### config.mk
export PLATFORM = sky130hd
export DESIGN_NAME = ssd_scan_driver
export DESIGN_NICKNAME = d
export VERILOG_FILES = /design/src/rtl/ssd_scan_driver.sv
export SDC_FILE = /design/constraint.sdc
export NUM_CORES = 1
export LEC_CHECK = 0
export ABC_AREA = 1
export BUFFER_PORTS_ARGS = -buffer_cell sky130_fd_sc_hd__buf_2
export CAP_MARGIN = 20
export CORE_MARGIN = 5
export CORE_UTILIZATION = 54
export DETAILED_ROUTE_END_ITERATION = 8
export PLACE_DENSITY = 0.85
export SETUP_SLACK_MARGIN = 0.05
export SYNTH_ARGS = -nofsm -noshare
export SYNTH_HDL_FRONTEND = slang
export SYNTH_SLANG_ARGS = --single-unit
### constraint.sdc
create_clock -name clk -period 3.01 [get_ports clk]
set_clock_uncertainty 0.1 [all_clocks]
set_input_delay 0.301 -clock clk [delete_from_list [all_inputs] [get_ports clk]]
set_output_delay 0.301 -clock clk [all_outputs]
set_load 0.05 [all_outputs]
### src/rtl/ssd_scan_driver.sv
// Four-digit seven-segment scan driver.
// A two-state double-dabble engine converts the 13-bit binary value to four
// BCD digits. A free-running prescaler multiplexes those digits onto one
// common-anode display through registered anode and cathode outputs.
module ssd_scan_driver #(
  parameter int unsigned SCAN_DIV = 100000,
  parameter bit          BLANK_LZ = 1'b1
) (
  input  logic        clk,
  input  logic        reset,
  input  logic [12:0] value,
  input  logic        load,
  output logic        busy,
  output logic [15:0] digits,
  output logic [3:0]  anode,
  output logic [6:0]  cathode
);

  localparam logic [19:0] PRESC_MAX = 20'(SCAN_DIV - 1);

  typedef enum logic {StIdle, StConv} state_t;

  state_t      state_q, state_d;
  logic [12:0] cap_q, cap_d;
  logic [12:0] bin_q, bin_d;
  logic [15:0] scratch_q, scratch_d;
  logic [3:0]  cnt_q, cnt_d;
  logic [15:0] digits_q, digits_d;
  logic [15:0] adj;

  logic [19:0] presc_q;
  logic [1:0]  idx_q;
  logic [3:0]  anode_q, anode_d;
  logic [6:0]  cathode_q, cathode_d;
  logic [3:0]  blank;
  logic [3:0]  sel_digit;

  // Segment pattern {g,f,e,d,c,b,a}, active low; non-decimal codes are dark.
  function automatic logic [6:0] seg7(input logic [3:0] d);
    logic [6:0] s;
    unique case (d)
      4'd0:    s = 7'b1000000;
      4'd1:    s = 7'b1111001;
      4'd2:    s = 7'b0100100;
      4'd3:    s = 7'b0110000;
      4'd4:    s = 7'b0011001;
      4'd5:    s = 7'b0010010;
      4'd6:    s = 7'b0000010;
      4'd7:    s = 7'b1111000;
      4'd8:    s = 7'b0000000;
      4'd9:    s = 7'b0010000;
      default: s = 7'b1111111;
    endcase
    return s;
  endfunction

  // Add-3 correction on every BCD nibble that would overflow on the next shift.
  always_comb begin
    adj = scratch_q;
    for (int i = 0; i < 4; i++) begin
      if (scratch_q[4*i +: 4] >= 4'd5) begin
        adj[4*i +: 4] = scratch_q[4*i +: 4] + 4'd3;
      end
    end
  end

  // Conversion FSM next-state: capture in idle, shift-and-adjust while converting.
  always_comb begin
    state_d   = state_q;
    cap_d     = cap_q;
    bin_d     = bin_q;
    scratch_d = scratch_q;
    cnt_d     = cnt_q;
    digits_d  = digits_q;
    unique case (state_q)
      StIdle: begin
        if (load || (value != cap_q)) begin
          cap_d     = value;
          bin_d     = value;
          scratch_d = 16'h0000;
          cnt_d     = 4'd13;
          state_d   = StConv;
        end
      end
      StConv: begin
        scratch_d = {adj[14:0], bin_q[12]};
        bin_d     = {bin_q[11:0], 1'b0};
        cnt_d     = cnt_q - 4'd1;
        // Last iteration: publish the whole result at once.
        if (cnt_q == 4'd1) begin
          digits_d = {adj[14:0], bin_q[12]};
          state_d  = StIdle;
        end
      end
      default: state_d = StIdle;
    endcase
  end

  // Conversion state registers.
  always_ff @(posedge clk or posedge reset) begin
    if (reset) begin
      state_q   <= StIdle;
      cap_q     <= '0;
      bin_q     <= '0;
      scratch_q <= '0;
      cnt_q     <= '0;
      digits_q  <= '0;
    end else begin
      state_q   <= state_d;
      cap_q     <= cap_d;
      bin_q     <= bin_d;
      scratch_q <= scratch_d;
      cnt_q     <= cnt_d;
      digits_q  <= digits_d;
    end
  end

  // Scan prescaler and digit index; runs regardless of conversion activity.
  always_ff @(posedge clk or posedge reset) begin
    if (reset) begin
      presc_q <= '0;
      idx_q   <= '0;
    end else if (presc_q == PRESC_MAX) begin
      presc_q <= '0;
      idx_q   <= idx_q + 2'd1;
    end else begin
      presc_q <= presc_q + 20'd1;
    end
  end

  // Leading-zero blanking mask and the digit selected by the scan index.
  always_comb begin
    blank = 4'b0000;
    if (BLANK_LZ) begin
      blank[3] = (digits_q[15:12] == 4'd0);
      blank[2] = blank[3] && (digits_q[11:8] == 4'd0);
      blank[1] = blank[2] && (digits_q[7:4] == 4'd0);
    end
    sel_digit = digits_q[4*idx_q +: 4];
  end

  // Next anode and cathode patterns for the current index.
  always_comb begin
    anode_d   = 4'b1111;
    cathode_d = 7'b1111111;
    unique case (idx_q)
      2'd0:    anode_d = 4'b1110;
      2'd1:    anode_d = 4'b1101;
      2'd2:    anode_d = 4'b1011;
      default: anode_d = 4'b0111;
    endcase
    if (!blank[idx_q]) begin
      cathode_d = seg7(sel_digit);
    end
  end

  // Registered display outputs so the pins never see decode glitches.
  always_ff @(posedge clk or posedge reset) begin
    if (reset) begin
      anode_q   <= 4'b1111;
      cathode_q <= 7'b1111111;
    end else begin
      anode_q   <= anode_d;
      cathode_q <= cathode_d;
    end
  end

  assign busy    = (state_q == StConv);
  assign digits  = digits_q;
  assign anode   = anode_q;
  assign cathode = cathode_q;

endmodule

==> impl_metrics.yaml <==
status:
  status: "complete, no violations"
timing:
  max_freq_mhz: 481.3
  slew_viol_final: 0
  min_period_ns: 2.078
  finalCritPeriodShare: 0.6902
  worstMarginPinSlew_ns: 0.8040
  fin_tns_setup_ns: 0
  rsz0062_at_grt: "no"
  hold_violations: 0
  relSlewSlack: 0.4640
  setup_viol: 0
logic_synthesis:
  yosys.area.top_type_share: 0.4059
  seq_area_frac_synth: 0.4611
  async_reset_ff_frac: 1.000
  synthesis.nets: 717
  yosysTopAreaCell: "dfrtp_1"
  syn_inst: 681
  synth-edff-count: 0
  synth_cell_types: 32
  synth_ff_type: "dfrtp_1"
  syn_area_per_cell_um2: 7.695
  ys.warnings.count: 0
  netlist_top_cells_count: "234 x nand2_1, 85 x dfrtp_1, 83 x inv_1"
  ys_seq_elements: 96
  netlist_top_cells_area: "dfrtp_1 41%, nand2_1 17%, inv_1 5.9%"
  syn_area_mm2: 0.005240
  synth_most_common_cell: "nand2_1"
clocking:
  cts_resized: 0
  root_buffer: "clkbuf_8"
  clkLatencyLatePin_ns: 0.36
  clk_pin_slew_ns: 0.09
  cts_buffer_depth: 2
  cts_buffers: 9
  post_cts_buffers: 0
  cts.sinks: 96
  ctsHtreeMaxLevel: 3
  cts_tree: "yes"
critical_path:
  reg2reg_depth: 10
  start_kind: "register"
  crit_slowest_cell: "dfrtp_1"
  startpoint: "cap_q[7]"
  crit_arrival_ns: 2.22
  cp-endpoint: "bin_q[6]"
  cp_cell_sequence: "inv_1 > nand2_1 > nand2_1 > nor2_1 > nand2_1 > nor2_2 > buf_4 > nand3_2 > nand2_1 > nand2_1"
  r2r-end: "bin_q[6]"
  slowest_delay_ns: 0.39
  critPathKind: "reg -> reg"
  critPathCaptureType: "register"
  crit_top_cell: "nand2_1"
  timing.rr.start: "cap_q[7]"
  crit_fanout: 25
  ff2ff_setup_slack_ns: 0.93
  required_ns: 3.15
drt:
  first_pass_iters: 5
  drt-initial-drc-count: 269
  ant_nets: 0
  vias_per_cell: 5.284
  wl_per_cell_um: 13.13
  remaining_drc_errors: 0
  wirelength_mm: 11.29
  dr_total_vias: 4544
finish:
  drive_gt1_frac: 0.1376
  antennaDiodeCount: 0
  regArea_mm2: 0.002416
  multi_input_area_mm2: 0.002389
  area_growth_pct: 10.75
  fillCellCount: 872
  fin_nets: 758
  final_util: 0.6020
placement:
  dp_hpwl_mm: 8.263
  port_buffers: 43
  gp_congestion: 0.8835
pwr:
  peakVddDrop_uv: 537.2
  p_per_area_mw_per_mm2: 930.3
  p_leak_nw: 3.074
floorplan:
  initial_core_util: 0.5436
  io_pins: 44
  core_area_mm2: 0.009639
  die_w_um: 108.5
  fp-row-count: 36
  die_h_um: 108.5
  dieArea_mm2: 0.01177
job:
  cap_violations: 0
global_routing:
  grt-ovfl-total: 0
  grt_usage: 0.2042
  grt_max_degree: 50
  antenna_found_initial: 0
  grt_pass1_wl_mm: 19.53
  grt_pass1_vias: 4417
min_path:
  hold_path_class: "in -> reg"
[cells by family (layout without fill, tap and decap cells)]
logic type | Yosys count | count (layout) | synth area share
AND/OR/NAND/NOR | 386 | 386 | 0.3293
adder cells (fa/ha/maj) | 20 | 20 | 0.04776
AO/OA/AOI/OAI | 50 | 50 | 0.04871
buffers and inverters | 111 | 157 | 0.08310
XOR/XNOR | 18 | 18 | 0.03009
flip-flops | 96 | 96 | 0.4611
[report_power, final]
group,leakage (nW),internal [mW],total (mW),switching (mW)
combinational,1.78,0.731,2.42,1.69
sequential,1.19,1.75,2.10,0.352
clock,0.109,0.452,0.875,0.423
[timing repair]
item | 4_1_cts | 5_1_grt
setup endpoints to repair | 0 | 0
hold buffers | 1 | 0
hold endpoints to repair | 36 | 0
[cell type report]
class	instances	share of cell area
clock inverters	1	0.0008624
multi-input cells	474	0.4116
repair buffers	51	0.04787
inverters	90	0.05843
clock buffers	15	0.03622
well taps	133	0.02868
flip-flops and latches	96	0.4163
[stage by stage]
step	worst slack, ns	total power, mW	hold WS, ns	instances	cell area, um^2
after detailed placement	0.9354	4.516	0.3608	843	5578
after global placement	0.9512	4.375	0.3454	843	5578
after floorplan	0.1218	3.930	0.3331	681	5240
final	0.9324	5.399	0.09733	860	5803
after CTS	0.9660	5.401	0.08592	860	5803
after global routing	0.7841	5.822	0.07152	860	5803
[registers in the layout, summed over array words and instances, names as in the netlist, 2 cells and up]
register,flops
presc_q,20
digits,16
scratch_q,16
bin_q,13
cap_q,13
cathode,7
anode,4
cnt_q,4
idx_q,2
[layer usage]
metal / global-route usage / share of wire
met4: 0.04869 / 0.011
met5: 0 / 0
met3: 0.05015 / 0.051
met1: 0.2610 / 0.44
met2: 0.3495 / 0.50
[layout by cell type, fill, tap and decap left out, types with 3 or more instances in the layout]
master	Yosys	routed
or2_2	7	7
clkbuf_16	0	3
a21oi_1	9	9
clkbuf_1	11	3
buf_2	9	43
o21ai_1	5	5
nand4_1	41	41
o21ai_0	34	34
inv_2	5	5
nor3_1	5	5
dfrtp_1	85	85
buf_4	0	7
dfstp_2	11	11
inv_1	83	82
ha_1	20	20
nand3_1	43	43
nor2_1	38	38
nor2_2	3	3
xor2_1	15	15
clkbuf_8	0	9
nand2_1	234	234
xnor2_1	3	3
[worst min-delay path by stage]
| stage | from | cells past startpoint | endpoint |
|---|---|---|---|
| after floorplan | presc_q[0] | 1 | presc_q[0] |
| after global placement | presc_q[0] | 1 | presc_q[0] |
| after detailed placement | presc_q[0] | 1 | presc_q[0] |
| after CTS | value[8] | 3 | cap_q[8] |
| after global routing | value[8] | 3 | cap_q[8] |
| final | value[6] | 3 | cap_q[6] |
[critical path: cells and delay by family (launching register included)]
family,cells,cell delay [ns]
buffers and inverters,2,0.39
flip-flops,1,0.39
AND/OR/NAND/NOR,8,1.06
Note: power is estimated with default switching activity, not from simulation.
